<file path="src/rtl/pmod_input_debounce.sv">
// pmod_input_debounce
// Eight-channel (by default) PMOD input conditioner. Each raw pin is
// optionally inverted, passed through a two-flop synchroniser, then
// debounced by a per-channel counter that must see DEBOUNCE_CYCLES
// consecutive mismatching samples before the stable level is updated.
// Registered one-cycle rise/fall pulses accompany every accepted change,
// and a wrapping 8-bit counter totals the rising events of all channels.
//
// Timing summary, input changed and held from before edge k:
//   edge k                      : s1 captures the new level
//   edge k+1                    : s2 captures the new level
//   edges k+2 .. k+1+DEBOUNCE   : mismatch edges, last one updates btn_state
// btn_rise/btn_fall and press_count change on the same edge as btn_state.

module pmod_input_debounce #(
    parameter int NCHAN           = 8,
    parameter int DEBOUNCE_CYCLES = 1000000,
    parameter bit ACTIVE_LOW      = 1'b0
) (
    input  logic             clk,
    input  logic             reset,
    input  logic [NCHAN-1:0] pmod_in,
    output logic [NCHAN-1:0] btn_state,
    output logic [NCHAN-1:0] btn_rise,
    output logic [NCHAN-1:0] btn_fall,
    output logic [7:0]       press_count
);

    // Counter only ever needs to reach DEBOUNCE_CYCLES-1 before it is cleared.
    localparam int CNT_W = (DEBOUNCE_CYCLES > 2) ? $clog2(DEBOUNCE_CYCLES) : 1;
    localparam logic [CNT_W-1:0] CNT_LAST = CNT_W'(DEBOUNCE_CYCLES - 1);
    localparam logic [NCHAN-1:0] INV_MASK = {NCHAN{ACTIVE_LOW}};

    // Synchroniser stages
    logic [NCHAN-1:0] sync1_q, sync1_d;
    logic [NCHAN-1:0] sync2_q, sync2_d;

    // Debounce state
    logic [CNT_W-1:0] cnt_q [NCHAN];
    logic [CNT_W-1:0] cnt_d [NCHAN];
    logic [NCHAN-1:0] state_q, state_d;

    // Edge pulses and event counter
    logic [NCHAN-1:0] rise_q, rise_d;
    logic [NCHAN-1:0] fall_q, fall_d;
    logic [7:0]       count_q, count_d;
    logic [7:0]       rise_sum;

    // Synchroniser: polarity fix-up sits in front of the first flop only,
    // so nothing but a wire separates the two stages.
    always_comb begin
        sync1_d = pmod_in ^ INV_MASK;
        sync2_d = sync1_q;
    end

    // Per-channel debounce: any sample agreeing with the stable level clears
    // the run; a full run of DEBOUNCE_CYCLES mismatches accepts the new level.
    always_comb begin
        state_d = state_q;
        for (int i = 0; i < NCHAN; i++) begin
            cnt_d[i] = cnt_q[i];
            if (sync2_q[i] == state_q[i]) begin
                cnt_d[i] = '0;
            end else if (cnt_q[i] == CNT_LAST) begin
                state_d[i] = sync2_q[i];
                cnt_d[i]   = '0;
            end else begin
                cnt_d[i] = cnt_q[i] + CNT_W'(1);
            end
        end
    end

    // Edge pulses are derived from the next stable level so they line up
    // with the cycle in which the new btn_state is first visible.
    always_comb begin
        rise_d = state_d & ~state_q;
        fall_d = ~state_d & state_q;
    end

    // Event total: add the number of channels rising this edge, modulo 256.
    always_comb begin
        rise_sum = '0;
        for (int i = 0; i < NCHAN; i++) begin
            rise_sum = rise_sum + 8'(rise_d[i]);
        end
        count_d = count_q + rise_sum;
    end

    // Single register bank; reset clears everything including runs in flight.
    always_ff @(posedge clk) begin
        if (reset) begin
            sync1_q <= '0;
            sync2_q <= '0;
            state_q <= '0;
            rise_q  <= '0;
            fall_q  <= '0;
            count_q <= '0;
            for (int i = 0; i < NCHAN; i++) begin
                cnt_q[i] <= '0;
            end
        end else begin
            sync1_q <= sync1_d;
            sync2_q <= sync2_d;
            state_q <= state_d;
            rise_q  <= rise_d;
            fall_q  <= fall_d;
            count_q <= count_d;
            for (int i = 0; i < NCHAN; i++) begin
                cnt_q[i] <= cnt_d[i];
            end
        end
    end

    assign btn_state   = state_q;
    assign btn_rise    = rise_q;
    assign btn_fall    = fall_q;
    assign press_count = count_q;

endmodule
</file>
<file path="config.mk">
export PLATFORM = sky130hd
export DESIGN_NAME = pmod_input_debounce
export DESIGN_NICKNAME = d
export VERILOG_FILES = /design/src/rtl/pmod_input_debounce.sv
export SDC_FILE = /design/constraint.sdc
export NUM_CORES = 1
export LEC_CHECK = 0
export CAP_MARGIN = 20
export CORE_MARGIN = 2
export CORE_UTILIZATION = 57
export DETAILED_ROUTE_END_ITERATION = 12
export DONT_BUFFER_PORTS = 1
export GPL_TIMING_DRIVEN = 0
export HOLD_SLACK_MARGIN = 0.03
export PLACE_DENSITY = 0.8
export SLEW_MARGIN = 0
export SYNTH_ARGS = -nofsm -noshare
export SYNTH_HDL_FRONTEND = slang
export SYNTH_SLANG_ARGS = --single-unit
</file>
<file path="constraint.sdc">
create_clock -name clk -period 4.6 [get_ports clk]
set_clock_uncertainty 0.1 [all_clocks]
set_input_delay 0.46 -clock clk [delete_from_list [all_inputs] [get_ports clk]]
set_output_delay 0.46 -clock clk [all_outputs]
set_load 0.005 [all_outputs]
</file>
==> results of run 1 <==
-- power by group --
group / switching [W] / internal (W) / total [W]
combinational: 0.0000313 / 0.0000165 / 0.0000478
clock: 0.000725 / 0.00112 / 0.00184
sequential: 0.00000563 / 0.00181 / 0.00182
-- how the worst max path moves through the flow --
| stage | startpoint | endpoint | slack, ps | depth (start not counted) |
|---|---|---|---|---|
| after floorplan | cnt_q[1][66] | press_count[4] | 190 | 12 |
| after CTS | cnt_q[1][66] | press_count[4] | 50 | 12 |
| after global routing | cnt_q[0][52] | press_count[4] | -20 | 15 |
| after detailed placement | cnt_q[0][40] | press_count[4] | -250 | 16 |
| final | cnt_q[1][66] | press_count[4] | 120 | 12 |
| after global placement | cnt_q[0][40] | press_count[4] | -210 | 16 |
-- worst register-to-register path: cells and delay by family, from the launching register on --
family                   cells  cell delay, ps
XOR/XNOR                     1             160
AO/OA/AOI/OAI                2             390
flip-flops                   1             350
adder cells (fa/ha/maj)      4            1730
AND/OR/NAND/NOR              4            1570
buffers and inverters        1              50
-- cell type report --
| cell class | count | area (um^2) | share of cell area |
|---|---|---|---|
| multi-input combinational | 775 | 4890 | 0.467 |
| sequential | 208 | 4170 | 0.399 |
| buffer | 29 | 155 | 0.0148 |
| clock buffer | 32 | 659 | 0.0631 |
| tap | 216 | 270 | 0.0258 |
| clock inverter | 10 | 113 | 0.0108 |
| timing repair buffer | 8 | 80.1 | 0.00766 |
| inverter | 33 | 124 | 0.0118 |
-- registers in the layout, indices dropped and copies added, names as in the netlist --
name / cells
btn_fall: 8
btn_rise: 8
btn_state: 8
cnt_q: 160
press_count: 8
sync1_q: 8
sync2_q: 8
-- Yosys cell counts (24+ instances only) --
master,count,area share
dfxtp_1,208,0.45
nor2_1,120,0.049
a21oi_1,71,0.038
nand3_1,71,0.038
xnor2_1,65,0.062
nand2_1,51,0.021
o21ai_0,41,0.022
or3_1,41,0.028
nand4_1,34,0.023
inv_1,33,0.013
xor2_1,30,0.028
nor3_1,29,0.016
or4_1,29,0.024
nor4_1,24,0.016
-- cell usage in the layout, fill, tap and decap left out, types with 4 or more instances in the layout --
| cell | n |
|---|---|
| nor2_1 | 114 |
| xor2_1 | 30 |
| nor4_1 | 24 |
| xnor2_1 | 65 |
| clkbuf_1 | 23 |
| clkbuf_8 | 5 |
| nand3_1 | 67 |
| or4_4 | 7 |
| inv_1 | 33 |
| or3_1 | 40 |
| nor2b_1 | 19 |
| and3_1 | 19 |
| clkinv_2 | 5 |
| clkbuf_16 | 23 |
| nor4b_1 | 6 |
| ha_1 | 14 |
| nand3_2 | 4 |
| buf_6 | 6 |
| or4b_1 | 4 |
| nand2_1 | 51 |
| o21ai_0 | 41 |
| dlygate4sd3_1 | 8 |
| nor2_2 | 13 |
| and4_1 | 9 |
| nand4_1 | 34 |
| a21oi_1 | 70 |
| o31ai_1 | 18 |
| and2_1 | 7 |
| dfxtp_1 | 206 |
| or4_1 | 27 |
| nand2b_1 | 16 |
| o21ai_4 | 6 |
| a31o_2 | 4 |
| nor3_1 | 29 |
| nand3b_1 | 5 |
| or2_2 | 5 |
-- metrics by stage --
step | util | total power (W) | std cells | hold WS, ps | TNS (ps)
after floorplan | - | 0.00188 | 1045 | 313 | 0
after global placement | 0.599 | 0.00190 | 1261 | 318 | -416
after detailed placement | 0.599 | 0.00190 | 1261 | 326 | -510
after CTS | 0.654 | 0.00374 | 1311 | 79.5 | 0
after global routing | 0.658 | 0.00382 | 1311 | 86.0 | -22.8
final | 0.658 | 0.00371 | 1311 | 93.1 | 0
-- cells by family (layout without fill, tap and decap cells) --
logic type,count (synthesis),after routing,share of synthesized area
simple gates,515,515,0.306
flops,208,208,0.450
compound gates,145,145,0.0930
xor+xnor,95,95,0.0900
buf+inv,62,112,0.0302
fa+ha+maj,19,19,0.0298
mux,1,1,0.00122
-- per-layer routing --
| layer | up-vias | GRT usage | part of all wire |
|---|---|---|---|
| li1 | 3808 | - | - |
| met4 | 0 | 0.0640 | 0.022 |
| met5 | - | 0 | 0 |
| met1 | 3565 | 0.288 | 0.46 |
| met2 | 139 | 0.365 | 0.47 |
| met3 | 31 | 0.0521 | 0.050 |
-- timing repair --
item                                    CTS  global route
endpoints found under the setup margin    3             3
pin swaps                                 0             4
hold buffers                              8             0
endpoints found under the hold margin     8             0
resized for setup                         6            17
==> results.md, run 1 <==
- Worst hold start: reset
- Syn_area_per_cell: 8.85 um^2
- Initial antenna violation count: 0
- Setup bufs post-CTS: 0
- Max-Cap Viols: 0
- Distinct cells, synth: 45
- R2r worst-path depth: 12
- Dpl hpwl: between 10000 and 15000 um
- Crit path arrival time: 4740 ps
- R2R setup slack: about 120 ps
- Asr flop ratio synth: 0
- CTS Sinks: roughly 210
- First-pass GRT wire length: 32500 um
- Finish-stage setup viols: 0
- CTS Root Cell: clkbuf_16
- Row cnt: 46
- Die height: between 100 and 150 um
- Critical path endpoint category: flop
- Status: completed
- Fin nets: between 1000 and 1500
- Pin count of the biggest net entering global routing: 14
- Bufs on Longest Clock Path: 3
- GPL Wtd Cong: 0.844
- WP buf/inv: 1
- Dpl cell area: 0.00952 mm^2
- Critical Path Slowest Stage Cell: or4b_4
- Critical path startpoint category: flop
- CTS tree: built
- Worst-skew pair later-pin latency: between 500 and 600 ps
- R2R Path End: press_count[4]
- Slew Viols, Final: 0
- Worst setup path class: reg -> reg
- Synth Register Bits: 208
- Synth Flop Type: dfxtp_1
- Slew headroom: 0.497
- Total CTS buffers: 23
- Worst Hold Class: in -> reg
- Pwr Density: 355 mW/mm^2
- Minimum clock period: 4480 ps
- Crit-path leading delay family: adder cells
- Number of global-route vias before repair: 6960
- Warnings from Yosys: 0
- Worst-Margin Slew: 750 ps
- Starting Density: 0.582
- Final instance area: 0.0105 mm^2
- DP Worst Slack: -248 ps
- Leak pwr: 3.14 nW
- Fmax: 223 MHz
- Final worst setup slack: 125 ps
- Number of flops mapped to enable cells by yosys: 0
- Die Width: 131 um
- Hold EP: cnt_q[0][64]
- DRT iter0 DRCs: between 400 and 500
- Max stage delay on crit path: 560 ps
- Drt pass-1 iters: 5
- Total GRT Usage: 0.220
- I/O Buffers: 0
- Fin crit share: 0.973
- Final wirelength: around 19000 um
- Peak VDD IR: 347 uV
- Final Hold Vio Count: 0
- Number of routed nets with antenna violations: 0
- Layout area overhead: 13.1%
- RSZ-0062 raised after global routing: true
- CP max FO: 7
- Worst-path clk slew: ~60 ps
- Filler instances: 1297
- Die ar.: 0.0173 mm^2
- Data required, critical path: 4870 ps
- Sequential share of the synthesized area: 0.450
- WL per Instance: 14.7 um
- CP Cell Sequence: or4_4 > or4b_4 > or3_4 > fa_1 > inv_1 > fa_1 > fa_2 > fa_2 > a21o_1 > a21oi_2 > xor2_1 > nor2_1
- Io pins: 42
- Reg-to-Reg Start: cnt_q[1][66]
- Synthesized area: slightly above 0.009 mm^2
- Post-Syn Instances: 1045
- Cells on Worst Hold Path: 2
- H-tree depth: 1
- Residual DRC count: 0
- Core ar.: 0.0159 mm^2
- Via count: 7543
- Net Count, Synth: 1074
- N_diodes: 0
- Total grt overflow: 0
- Layout cell share with drive strength beyond 1: 0.0922
- Avg Vias per Cell: 5.75
Power figures use the tool's default switching activity.
==> run 2: changes to the inputs <==
- PLACE_DENSITY: 0.8 -> 0.75
==> results.md, run 2 (synthesized netlist as in run 1, its figures left out) <==
- Status: completed
- Critical path startpoint category: flop
- Avg Vias per Cell: ~5.7
- Setup_tns: 0 ps
- DP Worst Slack: -198 ps
- Net Sw Frac: 0.202
- WL per Instance: roughly 15 um
- Number of routed nets with antenna violations: 0
- Via count: 7388
- Net switching power: 0.000704 W
- Worst setup path class: reg -> reg
- Largest register FFs: 160
- Worst-skew pair later-pin latency: 500 ps
- Seq pwr share: 0.520
- Io pins: 42
- Worst-path clk slew: approximately 60 ps
- Data required, critical path: 4860 ps
- Leak pwr: 3.08 nW
- GPL Wtd Cong: 0.833
- Power Internal: 0.00278 W
- Top reg by flops: cnt_q
- Total GRT Usage: 0.219
- Fmax: 228 MHz
- Final Hold Vio Count: 0
- Max-Cap Viols: 0
- CP max FO: 7
- CTS Sinks: 208
- N_diodes: 0
- Peak VDD IR: 270 uV
- Final worst setup slack: 210 ps
- Setup bufs post-CTS: 0
- H-tree depth: 1
- Minimum clock period: 4390 ps
- Slew headroom: 0.462
- Bufs on Longest Clock Path: 3
- Finish-stage setup viols: 0
- Dpl hpwl: 13200 um
- Die Width: around 130 um
- RSZ-0062 raised after global routing: false
- Final wirelength: 18900 um
- Row cnt: 46
- Most frequent cells in the layout: dfxtp_1 (207), nor2_1 (114), a21oi_1 (70), nand3_1 (68), xnor2_1 (65)
- Filler instances: roughly 1400
- DRT iter0 DRCs: 354
- I/O Buffers: 0
- Number of global-route vias before repair: 6835
- Fin nets: 1106
- Residual DRC count: 0
- CTS Root Cell: clkbuf_16
- Worst Hold Class: in -> reg
- Clock power frac: 0.466
- Layout cell share with drive strength beyond 1: 0.0790
- Commonest non-fill, non-tap cell in the layout: dfxtp_1
- Die height: between 100 and 150 um
- Total grt overflow: 0
- Slew Viols, Final: 0
- First-pass GRT wire length: 32100 um
- Combinational fraction of design power: 0.013
- Initial antenna violation count: 0
- Die ar.: 0.0173 mm^2
- Pin count of the biggest net entering global routing: 13
- Drt pass-1 iters: 4
- Total CTS buffers: 22
- Crit path arrival time: 4650 ps
- Layout area overhead: 11.4%
- Starting Density: 0.582
- Worst-Margin Slew: 802 ps
- CTS tree: built
- Critical path endpoint category: flop
- Core ar.: 0.0159 mm^2
- Pwr Density: 339 mW/mm^2
- Fin crit share: 0.954
-- run 2: changes by cell type in the layout (fill, tap and decap cells not counted), sizes merged --
cell,previous run,this run
bufinv,2,0
clkbuf,51,53
clkinv,5,2
clkinvlp,1,0
inv,35,33
-- run 2: per-stage QoR --
stage / utilization / hold slack (ps) / total power [W] / std cells / area, um^2
after global routing: 0.649 / 75.7 / 0.00360 / 1305 / 10300
after detailed placement: 0.599 / 325 / 0.00190 / 1261 / 9520
after floorplan: - / 313 / 0.00188 / 1045 / 9250
final: 0.649 / 76.5 / 0.00349 / 1305 / 10300
after CTS: 0.647 / 64.3 / 0.00352 / 1305 / 10300
after global placement: 0.599 / 318 / 0.00190 / 1261 / 9520
-- run 2: critical path, cell delays in order (launching register included) --
cell	delay [ps]
dfxtp_2	350
or4_1	550
or4b_4	570
or3_4	390
fa_1	510
inv_1	50
fa_1	450
fa_2	370
fa_2	360
a21o_1	190
a21oi_2	160
xor2_1	150
nor2_1	50
-- run 2: repair_timing --
item                       4_1_cts  5_1_grt
pin swaps                        0        1
gates resized for setup          6        9
hold buffers                     8        0
hold endpoints to repair         8        0
setup endpoints to repair        3        3
-- run 2: metal layers --
metal / GRT usage / routed length (um)
met1: 0.300 / 9080
met2: 0.356 / 8700
met3: 0.0467 / 856
met4: 0.0531 / 286
met5: 0 / 0
-- run 2: final timing paths --
check	cells after the start	slack, ps	end	startpoint
worst max-delay path	12	210	press_count[4]	cnt_q[1][66]
worst min-delay path	2	80	cnt_q[0][64]	reset
worst max register to register	12	210	press_count[4]	cnt_q[1][66]
worst min register to register	1	330	sync2_q[0]	sync1_q[0]
-- run 2: layout make-up --
cell class                 instances  area [um^2]  area share
clock buffer                      34          647      0.0628
tap                              216          270      0.0262
buffer                            29          155      0.0151
multi-input combinational        775         4850       0.471
clock inverter                     2         10.0    0.000971
inverter                          33          124      0.0120
sequential                       208         4170       0.404
timing repair buffer               8         80.1     0.00777
-- run 2: power groups by stage --
| stage | logic (W) | clock network, W | registers (W) |
|---|---|---|---|
| after floorplan | 0.0000290 | 0 | 0.00185 |
| after global placement | 0.0000410 | 0 | 0.00185 |
| after detailed placement | 0.0000414 | 0 | 0.00186 |
| after CTS | 0.0000473 | 0.00166 | 0.00182 |
| after global routing | 0.0000519 | 0.00173 | 0.00182 |
| final | 0.0000470 | 0.00163 | 0.00182 |
==> run 3: changes to the inputs <==
- CTS_BUF_LIST: default -> sky130_fd_sc_hd__clkbuf_16
==> results.md, run 3 (synthesized netlist as in run 1, its figures left out) <==
- Status: completed
- R2R setup slack: 210 ps
- Fmax: 228 MHz
- Die ar.: 0.0173 mm^2
- CTS tree: built
- Fin crit share: 0.955
- GR Util met3: 0.0467
- Commonest non-fill, non-tap cell in the layout: dfxtp_1
- Max-Cap Viols: 0
- Leak pwr: 3.10 nW
- Cells on Worst Hold Path: 2
- Slew Viols, Final: 0
- Total CTS buffers: 22
- Worst hold start: reset
- RSZ-0062 raised after global routing: false
- Starting Density: 0.582
- Via count: ~7400
- I/O Buffers: 0
- Total grt overflow: 0
- Met1 Use GR: 0.299
- CP max FO: 7
- Finish-stage setup viols: 0
- Most frequent cells in the layout: dfxtp_1 (207), nor2_1 (114), a21oi_1 (70), nand3_1 (68), xnor2_1 (65)
- Final wirelength: 18900 um
- Io pins: 42
- Worst-path clk slew: 60 ps
- Pwr Density: about 330 mW/mm^2
- Peak VDD IR: 266 uV
- DRT iter0 DRCs: 345
- Post-route insts no fill: 1305
- Layout cell share with drive strength beyond 1: 0.0762
- Largest register FFs: 160
- Grt peak-use layer: met2
- Post-Place Cells: 1261
- Avg Vias per Cell: 5.66
- Setup bufs post-CTS: 0
- Die Width: 131 um
- Data required, critical path: between 4000 and 5000 ps
- Worst Hold Class: in -> reg
- Number of global-route vias before repair: 6830
- R2r worst-path depth: 12
- Util after Layout: 0.647
- Worst setup path class: reg -> reg
- Fin nets: 1106
- Critical path startpoint category: flop
- Dpl hpwl: 13200 um
- Row cnt: 46
- Reg-to-Reg Start: cnt_q[1][66]
- Die height: ~130 um
- Drt pass-1 iters: 4
- Layout area overhead: 11.1%
- CTS Sinks: 208
- Worst-skew pair later-pin latency: about 500 ps
- Met2 global-route usage: 0.356
- Top reg by flops: cnt_q
- Core ar.: around 0.016 mm^2
- Slew headroom: 0.466
- H-tree depth: 1
- Number of routed nets with antenna violations: 0
- CTS Root Cell: clkbuf_16
- Final Hold Vio Count: 0
- WL per Instance: around 14 um
- Worst-Margin Slew: slightly below 800 ps
- First-pass GRT wire length: 32100 um
- Total GRT Usage: 0.219
- Worst Setup SP: cnt_q[1][66]
- Pin count of the biggest net entering global routing: 13
- Residual DRC count: 0
- Critical path endpoint category: flop
- Bufs on Longest Clock Path: 3
- Initial antenna violation count: 0
- Crit path arrival time: 4650 ps
- GPL Wtd Cong: 0.833
- Minimum clock period: 4390 ps
- N_diodes: 0
run 3: changes by cell type in the layout (fill, tap and decap cells not counted):
cell / before / now
clkbuf_1: 27 / 19
clkbuf_8: 3 / 0
clkinv_1: 0 / 3
inv_1: 33 / 41
run 3: final timing paths:
kind                         end
hold reg to reg       sync2_q[0]
setup / recovery  press_count[4]
setup reg to reg  press_count[4]
hold / removal      cnt_q[0][64]
run 3: stage by stage:
step / setup WS (ps) / total power [W] / setup TNS [ps] / instance area [um^2] / hold WS [ps]
2_1_floorplan: 194 / 0.00188 / 0 / 9250 / 313
3_3_place_gp: -176 / 0.00190 / -363 / 9520 / 318
3_5_place_dp: -198 / 0.00190 / -433 / 9520 / 325
4_1_cts: 26.8 / 0.00345 / 0 / 10200 / 64.1
5_1_grt: 11.9 / 0.00353 / 0 / 10300 / 75.3
6_report: 209 / 0.00342 / 0 / 10300 / 76.8
run 3: per-layer routing:
| layer | wire length (um) | up-vias |
|---|---|---|
| met1 | 9080 | 3482 |
| li1 | - | 3784 |
| met2 | 8650 | 103 |
| met5 | 0 | - |
| met3 | 869 | 20 |
| met4 | 286 | 0 |
run 3: repair_timing:
item / CTS / global route
endpoints found under the hold margin: 8 / 0
endpoints found under the setup margin: 3 / 3
gates resized for setup: 6 / 9
hold buffers: 8 / 0
pin swaps: 0 / 1
run 3: report_power, final:
part | internal [W] | switching [W] | total [W]
clock | 0.000890 | 0.000665 | 0.00156
combinational | 0.0000165 | 0.0000307 | 0.0000472
sequential | 0.00181 | 0.00000539 | 0.00182
total | 0.00272 | 0.000701 | 0.00342
run 3: layout make-up:
| type | instances | area, um^2 |
|---|---|---|
| flip-flops and latches | 208 | 4170 |
| clock inverters | 13 | 51.3 |
| repair buffers | 8 | 80.1 |
| plain buffers | 29 | 155 |
| inverters | 33 | 124 |
| fillers | 1362 | 5610 |
| multi-input cells | 775 | 4850 |
| clock buffers | 23 | 576 |
| well taps | 216 | 270 |
run 3: worst max-delay path, cell delays in order (launching register included):
cell	delay, ps
dfxtp_2	350
or4_1	550
or4b_4	570
or3_4	390
fa_1	510
inv_1	50
fa_1	450
fa_2	370
fa_2	360
a21o_1	190
a21oi_2	160
xor2_1	150
nor2_1	50
